$ cat config.mk
export PLATFORM = sky130hd
export DESIGN_NAME = booth_ctrl_flat
export DESIGN_NICKNAME = d
export VERILOG_FILES = /design/src/rtl/booth_ctrl_if.sv /design/src/rtl/booth_ctrl.sv /design/src/flat_wrapper.sv
export SDC_FILE = /design/constraint.sdc
export NUM_CORES = 1
export LEC_CHECK = 0
export CORE_AREA = 3 3 40 42
export DETAILED_ROUTE_END_ITERATION = 8
export DIE_AREA = 0 0 43 45
export PLACE_DENSITY = 0.67
export SYNTH_ARGS = -nofsm -noshare
export SYNTH_HDL_FRONTEND = slang
export SYNTH_SLANG_ARGS = --single-unit
$ cat constraint.sdc
create_clock -name clk -period 1.6 [get_ports clk]
set_clock_uncertainty 0.2 [all_clocks]
set_input_delay 0.4 -clock clk [delete_from_list [all_inputs] [get_ports clk]]
set_output_delay 0.4 -clock clk [all_outputs]
set_load 0.03 [all_outputs]
$ cat src/rtl/booth_ctrl_if.sv
// rtl/booth_ctrl_if.sv - Booth controller handshake and datapath strobe bundle
//
// Purpose: groups the request input, the datapath status inputs and the
// registered control/status outputs of booth_ctrl.
// Signals:
//   start   - request one multiplication (master -> controller)
//   cmp     - datapath bit pair {Q[0],q} needs add/subtract
//   incr    - datapath still shifting; 0 once n shifts are done
//   clr     - datapath register clear strobe
//   ld      - datapath operand load strobe
//   add_sub - datapath add/subtract strobe
//   shft    - datapath arithmetic right shift strobe
//   busy    - controller not idle
//   done    - one-cycle product-valid pulse
//   err     - sticky incr/count mismatch flag
// Modports: master drives start/cmp/incr; slave is the controller.
interface booth_ctrl_if;
    logic start;
    logic cmp;
    logic incr;
    logic clr;
    logic ld;
    logic add_sub;
    logic shft;
    logic busy;
    logic done;
    logic err;

    modport master (
        output start, cmp, incr,
        input  clr, ld, add_sub, shft, busy, done, err
    );

    modport slave (
        input  start, cmp, incr,
        output clr, ld, add_sub, shft, busy, done, err
    );
endinterface

$ cat src/rtl/booth_ctrl.sv
// rtl/booth_ctrl.sv - Booth radix-2 multiplier sequencing controller
//
// Purpose: sequences a Booth datapath through clear, load and n
// check/(add-sub)/shift iterations, then pulses done. All outputs are
// flops decoded from the next state, so none depends combinationally on
// an input.
// Ports:
//   clk - rising-edge clock
//   rst - asynchronous active-high reset
//   bus - booth_ctrl_if.slave: start/cmp/incr in; clr/ld/add_sub/shft/
//         busy/done/err out
// Parameter:
//   n   - operand width and number of Booth iterations
module booth_ctrl #(
    parameter int n = 3
) (
    input  logic          clk,
    input  logic          rst,
    booth_ctrl_if.slave   bus
);
    localparam int CW = $clog2(n + 1);
    localparam logic [CW-1:0] N_CNT = CW'(n);

    typedef enum logic [2:0] {
        IDLE  = 3'd0,
        CLEAR = 3'd1,
        LOAD  = 3'd2,
        CHECK = 3'd3,
        ARITH = 3'd4,
        SHIFT = 3'd5,
        FIN   = 3'd6
    } state_t;

    state_t        state_q, state_d;
    logic [CW-1:0] count_q, count_d;
    logic          err_q, err_d;
    logic          clr_q, ld_q, add_sub_q, shft_q, busy_q, done_q;

    always_comb begin
        state_d = state_q;
        count_d = count_q;
        err_d   = err_q;
        case (state_q)
            IDLE: begin
                if (bus.start) begin
                    // Cleared on entry so err already reads 0 during CLEAR.
                    state_d = CLEAR;
                    count_d = '0;
                    err_d   = 1'b0;
                end
            end
            CLEAR: state_d = LOAD;
            LOAD:  state_d = CHECK;
            CHECK: begin
                // Datapath claims completion before n shifts: abort with err.
                if (!bus.incr && (count_q < N_CNT)) begin
                    err_d   = 1'b1;
                    state_d = FIN;
                end else if (bus.cmp) begin
                    state_d = ARITH;
                end else begin
                    state_d = SHIFT;
                end
            end
            ARITH: state_d = SHIFT;
            SHIFT: begin
                count_d = count_q + CW'(1);
                state_d = (count_d == N_CNT) ? FIN : CHECK;
            end
            FIN: begin
                // Datapath still wants to shift after n iterations.
                if (bus.incr) begin
                    err_d = 1'b1;
                end
                state_d = IDLE;
            end
            default: state_d = IDLE;
        endcase
    end

    always_ff @(posedge clk or posedge rst) begin
        if (rst) begin
            state_q   <= IDLE;
            count_q   <= '0;
            err_q     <= 1'b0;
            clr_q     <= 1'b0;
            ld_q      <= 1'b0;
            add_sub_q <= 1'b0;
            shft_q    <= 1'b0;
            busy_q    <= 1'b0;
            done_q    <= 1'b0;
        end else begin
            state_q   <= state_d;
            count_q   <= count_d;
            err_q     <= err_d;
            clr_q     <= (state_d == CLEAR);
            ld_q      <= (state_d == LOAD);
            add_sub_q <= (state_d == ARITH);
            shft_q    <= (state_d == SHIFT);
            busy_q    <= (state_d != IDLE);
            done_q    <= (state_d == FIN);
        end
    end

    assign bus.clr     = clr_q;
    assign bus.ld      = ld_q;
    assign bus.add_sub = add_sub_q;
    assign bus.shft    = shft_q;
    assign bus.busy    = busy_q;
    assign bus.done    = done_q;
    assign bus.err     = err_q;
endmodule

$ cat src/flat_wrapper.sv
// flat-port wrapper written by rule: the top's interface ports become plain ports
module booth_ctrl_flat 
#(
    parameter int n = 3
)
  (clk, rst, bus_start, bus_cmp, bus_incr, bus_clr, bus_ld, bus_add_sub, bus_shft, bus_busy, bus_done, bus_err);
  booth_ctrl_if bus_i ();
  input  logic clk;
  input  logic rst;
  input wire logic [$bits(bus_i.start)-1:0] bus_start;
  input wire logic [$bits(bus_i.cmp)-1:0] bus_cmp;
  input wire logic [$bits(bus_i.incr)-1:0] bus_incr;
  output wire logic [$bits(bus_i.clr)-1:0] bus_clr;
  output wire logic [$bits(bus_i.ld)-1:0] bus_ld;
  output wire logic [$bits(bus_i.add_sub)-1:0] bus_add_sub;
  output wire logic [$bits(bus_i.shft)-1:0] bus_shft;
  output wire logic [$bits(bus_i.busy)-1:0] bus_busy;
  output wire logic [$bits(bus_i.done)-1:0] bus_done;
  output wire logic [$bits(bus_i.err)-1:0] bus_err;
  assign bus_i.start = bus_start;
  assign bus_i.cmp = bus_cmp;
  assign bus_i.incr = bus_incr;
  assign bus_clr = bus_i.clr;
  assign bus_ld = bus_i.ld;
  assign bus_add_sub = bus_i.add_sub;
  assign bus_shft = bus_i.shft;
  assign bus_busy = bus_i.busy;
  assign bus_done = bus_i.done;
  assign bus_err = bus_i.err;
  booth_ctrl #(.n(n)) u_core (.clk(clk), .rst(rst), .bus(bus_i));
endmodule
==> results.md, run 1 <==
- Run status: finished, final reports clean
- CTS tree: done
- RR Startpoint: u_core.state_q[1]$_DFF_PP0_
- Buffers from clock root to sink, at most: 2
- Final routed wirelength across all metal layers: 943 µm
- Required time of the worst setup path: 1.00 ns
- Vert. Die Dim: 45 µm
- Static Leak: 0.000341 µW
- Critical path depth in cells: 1
- Setup repair after global routing missed its margin: false
- Worst path slowest cell: dfrtp_1
- Uppermost layer routed: met4
- Net Count, Synth: 60
- Worst Setup End Kind: output port
- Layout cell share with drive strength beyond 1: 19.7%
- Register bit count reported by yosys: 12
- Worst min-delay path category: input pin to asynchronous set/reset pin
- Depth of the most critical reg-to-reg path: 2
- Commonest non-fill, non-tap cell in the layout: dfrtp_1
- Number of maximum-capacitance violations: 0
- Worst Setup SP: u_core.bus.shft$_DFF_PP0_
- Initial core utilization: 44.4%
- Warnings from Yosys: 0
- Standard-cell row count: 13
- Delay of the slowest cell on the worst path: 0.36 ns
- Post-synth EDFFs: 0
- Data arrival time of the critical path: 0.97 ns
- Number of nets in the final layout: 74
- Prevailing post-synth register cell: dfrtp_1
- Total GRT Usage: 11.8%
- Drt pass-1 iters: 4
- Worst ir drop on vdd: 0.996 mV
- Final Instance Count excl. Fillers: 81
- Global-route wire length before repair: 1670 µm
- Fill count: 124
- Proportion of synthesized flip-flops having asynchronous set or reset: 100%
- Number of antenna diodes: 0
- Slew margin rel.: 71.0%
- Met3 wire length: 66 µm
- Setup Viol. Count Final: 0
- Boundary Pins: 12
- Achievable frequency: 0.637 GHz
- Setup Total Neg Slack: 0 ns
- Post-route fraction of the period consumed by the critical path: 98.1%
- Syn Inst Count: 53
- Commonest cells after routing, fill and taps aside: 12 x dfrtp_1, 7 x inv_1, 4 x clkdlybuf4s50_1, 4 x buf_4
- Maximum fanout encountered on the critical timing path: 1
- Category of the worst setup path launch point: flip-flop
- Total overflow reported by the global router: 0
- Bufs and invs on worst path: 1
- Syn-to-layout area delta: 22.8%
- Wirelength per Cell: 11.6 µm
- Largest net degree at the start of global routing: 13
- Starting DRC count in detailed routing: 7
- Final critical path time including I/O delays and setup: 1.57 ns
- Clock latency on the worst-skew pair: 0.28 ns
- Total number of vias: 416
- Number of antenna violations at the first check in global routing: 0
- Wire length on met2: 431 µm
- Clock Tree Root: clkbuf_4
- Vias in the first global route: 372
- Areal power density over the cells: 1970 mW/mm²
- Crit path cell chain: clkdlybuf4s15_1
- Final hold viol count: 0
- Core footprint: 0.00128 mm²
- Hold-fix buffers, CTS: 0
- Top Family by Delay on Critical Path: flip-flops
- Level count of the clock H-tree: 1
- Die width: 43 µm
- Detail Placement HPWL: 701 µm
- Fraction of the yosys area taken by sequential cells: 52.6%
- Routed length on met1: 417 µm
- CTS clk-pin slew, worst paths: 0.08 ns
- Worst Tran Pin Value: 0.435 ns
- Overall die area: 0.00194 mm²
- Average size of a mapped cell: 10.8 µm²
- Count of buffers from port buffering: 11
- Synthesized area: 571 µm²
- Cell count after placement: 77
- Placer Congestion: 0.789
- Total clock sinks: 12
- Via/cell ratio: 5.14
- Number of remaining DRC errors: 0
- Pins over their slew limit: 0
- Class of the most critical setup path: flip-flop to output port
- Clock buffer count from CTS: 3
- Residual antenna-violating net count after detailed routing: 0
- Unique masters post-synth: 24
## cell usage after synthesis (2+ instances only)
| cell type | instances | area (µm²) |
|---|---|---|
| dfrtp_1 | 12 | 300 |
| inv_1 | 7 | 26.3 |
| nand2_1 | 3 | 11.3 |
| nor2_1 | 3 | 11.3 |
| nor3_1 | 3 | 15.0 |
| o21ai_0 | 3 | 15.0 |
| a31oi_1 | 2 | 12.5 |
| buf_6 | 2 | 22.5 |
| ha_1 | 2 | 25.0 |
| o22a_2 | 2 | 20.0 |
## layout make-up
type | count | area (µm²) | share of cell area (%)
inverter | 7 | 26.3 | 3.75
multi-input combinational | 31 | 214 | 30.5
clock buffer | 4 | 36.3 | 5.18
timing repair buffer | 12 | 105 | 15.0
tap | 15 | 18.8 | 2.68
sequential | 12 | 300 | 42.9
## state kept, by name, summed over array words and instances (netlist names)
signal / count
u_core.bus.ld: 1
u_core.bus.add_sub: 1
u_core.bus.err: 1
u_core.bus.shft: 1
u_core.bus.done: 1
u_core.count_q: 2
u_core.state_q: 3
u_core.bus.clr: 1
u_core.bus.busy: 1
## metal layers
layer,GRT usage [%],vias up
met3,2.39,5
met2,17.4,12
li1,-,210
met1,15.9,189
met5,0,-
met4,7.23,0
## worst reg2reg max path: cells and delay by family, from the launching register on
kind | cells | cell delay (ns)
AND/OR/NAND/NOR | 1 | 0.43
AO/OA/AOI/OAI | 1 | 0.22
flip-flops | 1 | 0.49
## cells by family (layout without fill, tap and decap cells)
group	count (synthesis)	count (layout)	share of synthesized area, %
AO/OA/AOI/OAI	15	15	18.9
adder cells (fa/ha/maj)	2	2	4.39
buffers and inverters	10	23	9.87
flip-flops	12	12	52.6
AND/OR/NAND/NOR	14	14	14.3
## where the power goes
part / leakage, µW / total [µW] / internal [µW] / switching [µW]
clock network: 0.0000210 / 241 / 138 / 103
logic: 0.000170 / 579 / 265 / 313
registers: 0.000150 / 561 / 420 / 141
total: 0.000341 / 1380 / 823 / 557
## metrics by stage
stage | util [%] | worst slack, ns | hold WS, ns | area, µm² | power [µW]
floorplan | - | 0.219 | 0.0647 | 571 | 1030
global placement | 52.1 | -0.125 | 0.333 | 669 | 1160
detailed placement | 52.1 | -0.156 | 0.335 | 669 | 1170
CTS | 54.6 | 0.0134 | 0.245 | 702 | 1390
global route | 54.5 | 0.00820 | 0.278 | 701 | 1490
finish | 54.5 | 0.0309 | 0.217 | 701 | 1380
## worst paths after layout
check	to	slack, ns
max in group asynchronous	u_core.count_q[1]$_DFFE_PP0P_	0.67
min in group clk	u_core.bus.err$_DFFE_PP0P_	0.34
setup reg to reg	u_core.state_q[0]$_DFF_PP0_	0.17
hold / removal	u_core.bus.clr$_DFF_PP0_	0.22
hold reg to reg	u_core.bus.err$_DFFE_PP0P_	0.34
setup / recovery	bus_shft	0.03
## repair_timing
action | CTS | global route
buffers inserted | 0 | 0
gates resized for setup | 5 | 4
endpoints found under the setup margin | 4 | 4
(Power assumes the default switching activity.)
==> run 2, diff against run 1 <==
--- a/config.mk
+++ b/config.mk
@@ -5,10 +5,13 @@
 export SDC_FILE = /design/constraint.sdc
 export NUM_CORES = 1
 export LEC_CHECK = 0
+export CAP_MARGIN = 30
 export CORE_AREA = 3 3 40 42
 export DETAILED_ROUTE_END_ITERATION = 8
 export DIE_AREA = 0 0 43 45
+export MAX_ROUTING_LAYER = met4
 export PLACE_DENSITY = 0.67
+export SKIP_LAST_GASP = 1
 export SYNTH_ARGS = -nofsm -noshare
 export SYNTH_HDL_FRONTEND = slang
 export SYNTH_SLANG_ARGS = --single-unit
==> results.md, run 2 (synthesis gave the netlist of run 1 again) <==
- Sequential standard cell area: 300 µm² (unchanged)
- Achievable frequency: 0.637 GHz (about the same)
- Final critical path time including I/O delays and setup: 1.57 ns (+0.000716 ns)
- Bufs and invs on worst path: 1 (unchanged)
- Areal power density over the cells: 1970 mW/mm² (about the same)
- Vias in the first global route: 370 (-0.54%)
- Required time of the worst setup path: 1.00 ns (about the same)
- Layout cell share with drive strength beyond 1: 19.7% (unchanged)
- Delay of the slowest cell on the worst path: 0.36 ns (about the same)
- Biggest register: u_core.state_q
- Static Leak: 0.000341 µW (unchanged)
- Data arrival time of the critical path: 0.97 ns (about the same)
- Largest register FFs: 3 (unchanged)
- Category of the worst setup path launch point: flip-flop
- CTS clk-pin slew, worst paths: 0.08 ns (about the same)
- Post-route fraction of the period consumed by the critical path: 98.1% (about the same)
- Number of antenna diodes: 0 (unchanged)
- Worst ir drop on vdd: 0.997 mV (about the same)
- Residual antenna-violating net count after detailed routing: 0 (unchanged)
- Global-route wire length before repair: 1670 µm (unchanged)
- CTS tree: done
- Final Instance Count excl. Fillers: 81 (unchanged)
- Final routed wirelength across all metal layers: 953 µm (+1.1%)
- Class of the most critical setup path: flip-flop to output port
- Hold slack: 0.217 ns (-0.000702 ns)
- Setup Viol. Count Final: 0 (unchanged)
- Standard-cell row count: 13 (unchanged)
- Maximum fanout encountered on the critical timing path: 1 (unchanged)
- Initial core utilization: 44.4% (unchanged)
- Drt pass-1 iters: 4 (unchanged)
- Final hold viol count: 0 (unchanged)
- Total clock sinks: 12 (unchanged)
- Number of nets in the final layout: 74 (unchanged)
- Minimum setup slack among reg-to-reg paths: 0.17 ns (about the same)
- Setup repair after global routing missed its margin: false
- Run status: finished, final reports clean
- Leading registers by flop count: u_core.state_q x3, u_core.count_q x2
- Fill count: 124 (unchanged)
- Clock buffer count from CTS: 3 (unchanged)
- Area of all placed cells without fillers: 701 µm² (unchanged)
- Buffers from clock root to sink, at most: 2 (unchanged)
- Syn-to-layout area delta: 22.8% (unchanged)
- Pins over their slew limit: 0 (unchanged)
- Boundary Pins: 12 (unchanged)
- Number of antenna violations at the first check in global routing: 0 (unchanged)
- Core footprint: 0.00128 mm² (unchanged)
- Top Family by Delay on Critical Path: flip-flops
- Cell count after placement: 77 (unchanged)
- Clock latency on the worst-skew pair: 0.28 ns (about the same)
- Die width: 43 µm (unchanged)
- Via/cell ratio: 5.14 (unchanged)
- Wirelength per Cell: 11.8 µm (+1.1%)
- Hold-fix buffers, CTS: 0 (unchanged)
- Commonest non-fill, non-tap cell in the layout: dfrtp_1
- Count of buffers from port buffering: 11 (unchanged)
- Level count of the clock H-tree: 1 (unchanged)
- Worst min-delay path category: input pin to asynchronous set/reset pin
- Clock Tree Root: clkbuf_4
- Commonest cells after routing, fill and taps aside: 12 x dfrtp_1, 7 x inv_1, 4 x clkdlybuf4s50_1, 4 x buf_4
- Detail Placement HPWL: 701 µm (unchanged)
- Crit path cell chain: clkdlybuf4s15_1
- Number of remaining DRC errors: 0 (unchanged)
- Total GRT Usage: 12.1% (+0.36 points)
- Largest net degree at the start of global routing: 13 (unchanged)
- Worst path slowest cell: dfrtp_1
- Slew margin rel.: 71.0% (unchanged)
- Number of maximum-capacitance violations: 0 (unchanged)
- Worst Tran Pin Value: 0.435 ns (unchanged)
- Multi-input logic area: 214 µm² (unchanged)
- Vert. Die Dim: 45 µm (unchanged)
- Overall die area: 0.00194 mm² (unchanged)
- Total overflow reported by the global router: 0 (unchanged)
- Total number of vias: 416 (unchanged)
- Placer Congestion: 0.800 (+1.4%)
- Starting DRC count in detailed routing: 6 (-1)
- Total placed instance area: 669 µm² (unchanged)
- Worst Setup End Kind: output port
==> run 2: repair_timing <==
| action | CTS | global route |
|---|---|---|
| pin swaps | 0 | 0 |
| setup buffers | 0 | 0 |
| gates resized for setup | 4 | 5 |
| endpoints found under the setup margin | 4 | 4 |
==> run 2: final cells by class <==
class	instances	area share [%]
clock buffer	4	5.18
inverter	7	3.75
multi-input combinational	31	30.5
sequential	12	42.9
tap	15	2.68
timing repair buffer	12	15.0
==> run 2: through the flow <==
stage                     power (µW)  setup TNS [ns]  setup slack (ns)  util, %
final                           1380               0            0.0302     54.5
after floorplan                 1030               0             0.219        -
after detailed placement        1170          -0.671            -0.156     52.1
after global placement          1160          -0.572            -0.125     52.1
after global routing            1490               0           0.00820     54.5
after CTS                       1390        -0.00445          -0.00445     54.5
==> run 2: worst paths after layout <==
path,start,end,cells past startpoint
setup / recovery,u_core.bus.shft$_DFF_PP0_,bus_shft,1
max in group asynchronous,rst,u_core.count_q[1]$_DFFE_PP0P_,2
hold / removal,rst,u_core.bus.clr$_DFF_PP0_,2
setup reg to reg,u_core.state_q[1]$_DFF_PP0_,u_core.state_q[0]$_DFF_PP0_,2
min in group clk,u_core.bus.err$_DFFE_PP0P_,u_core.bus.err$_DFFE_PP0P_,2
hold reg to reg,u_core.bus.err$_DFFE_PP0P_,u_core.bus.err$_DFFE_PP0P_,2
==> run 2: power breakdown <==
group / switching, µW / internal (µW)
logic: 314 / 265
clock network: 103 / 138
registers: 141 / 420
==> run 2: per-layer routing <==
| layer | share of wire [%] | wire, µm | track usage, % |
|---|---|---|---|
| met3 | 7.0 | 67 | 2.39 |
| met2 | 46 | 436 | 17.4 |
| met4 | 2.2 | 21 | 7.23 |
| met5 | 0 | 0 | - |
| met1 | 45 | 427 | 15.9 |
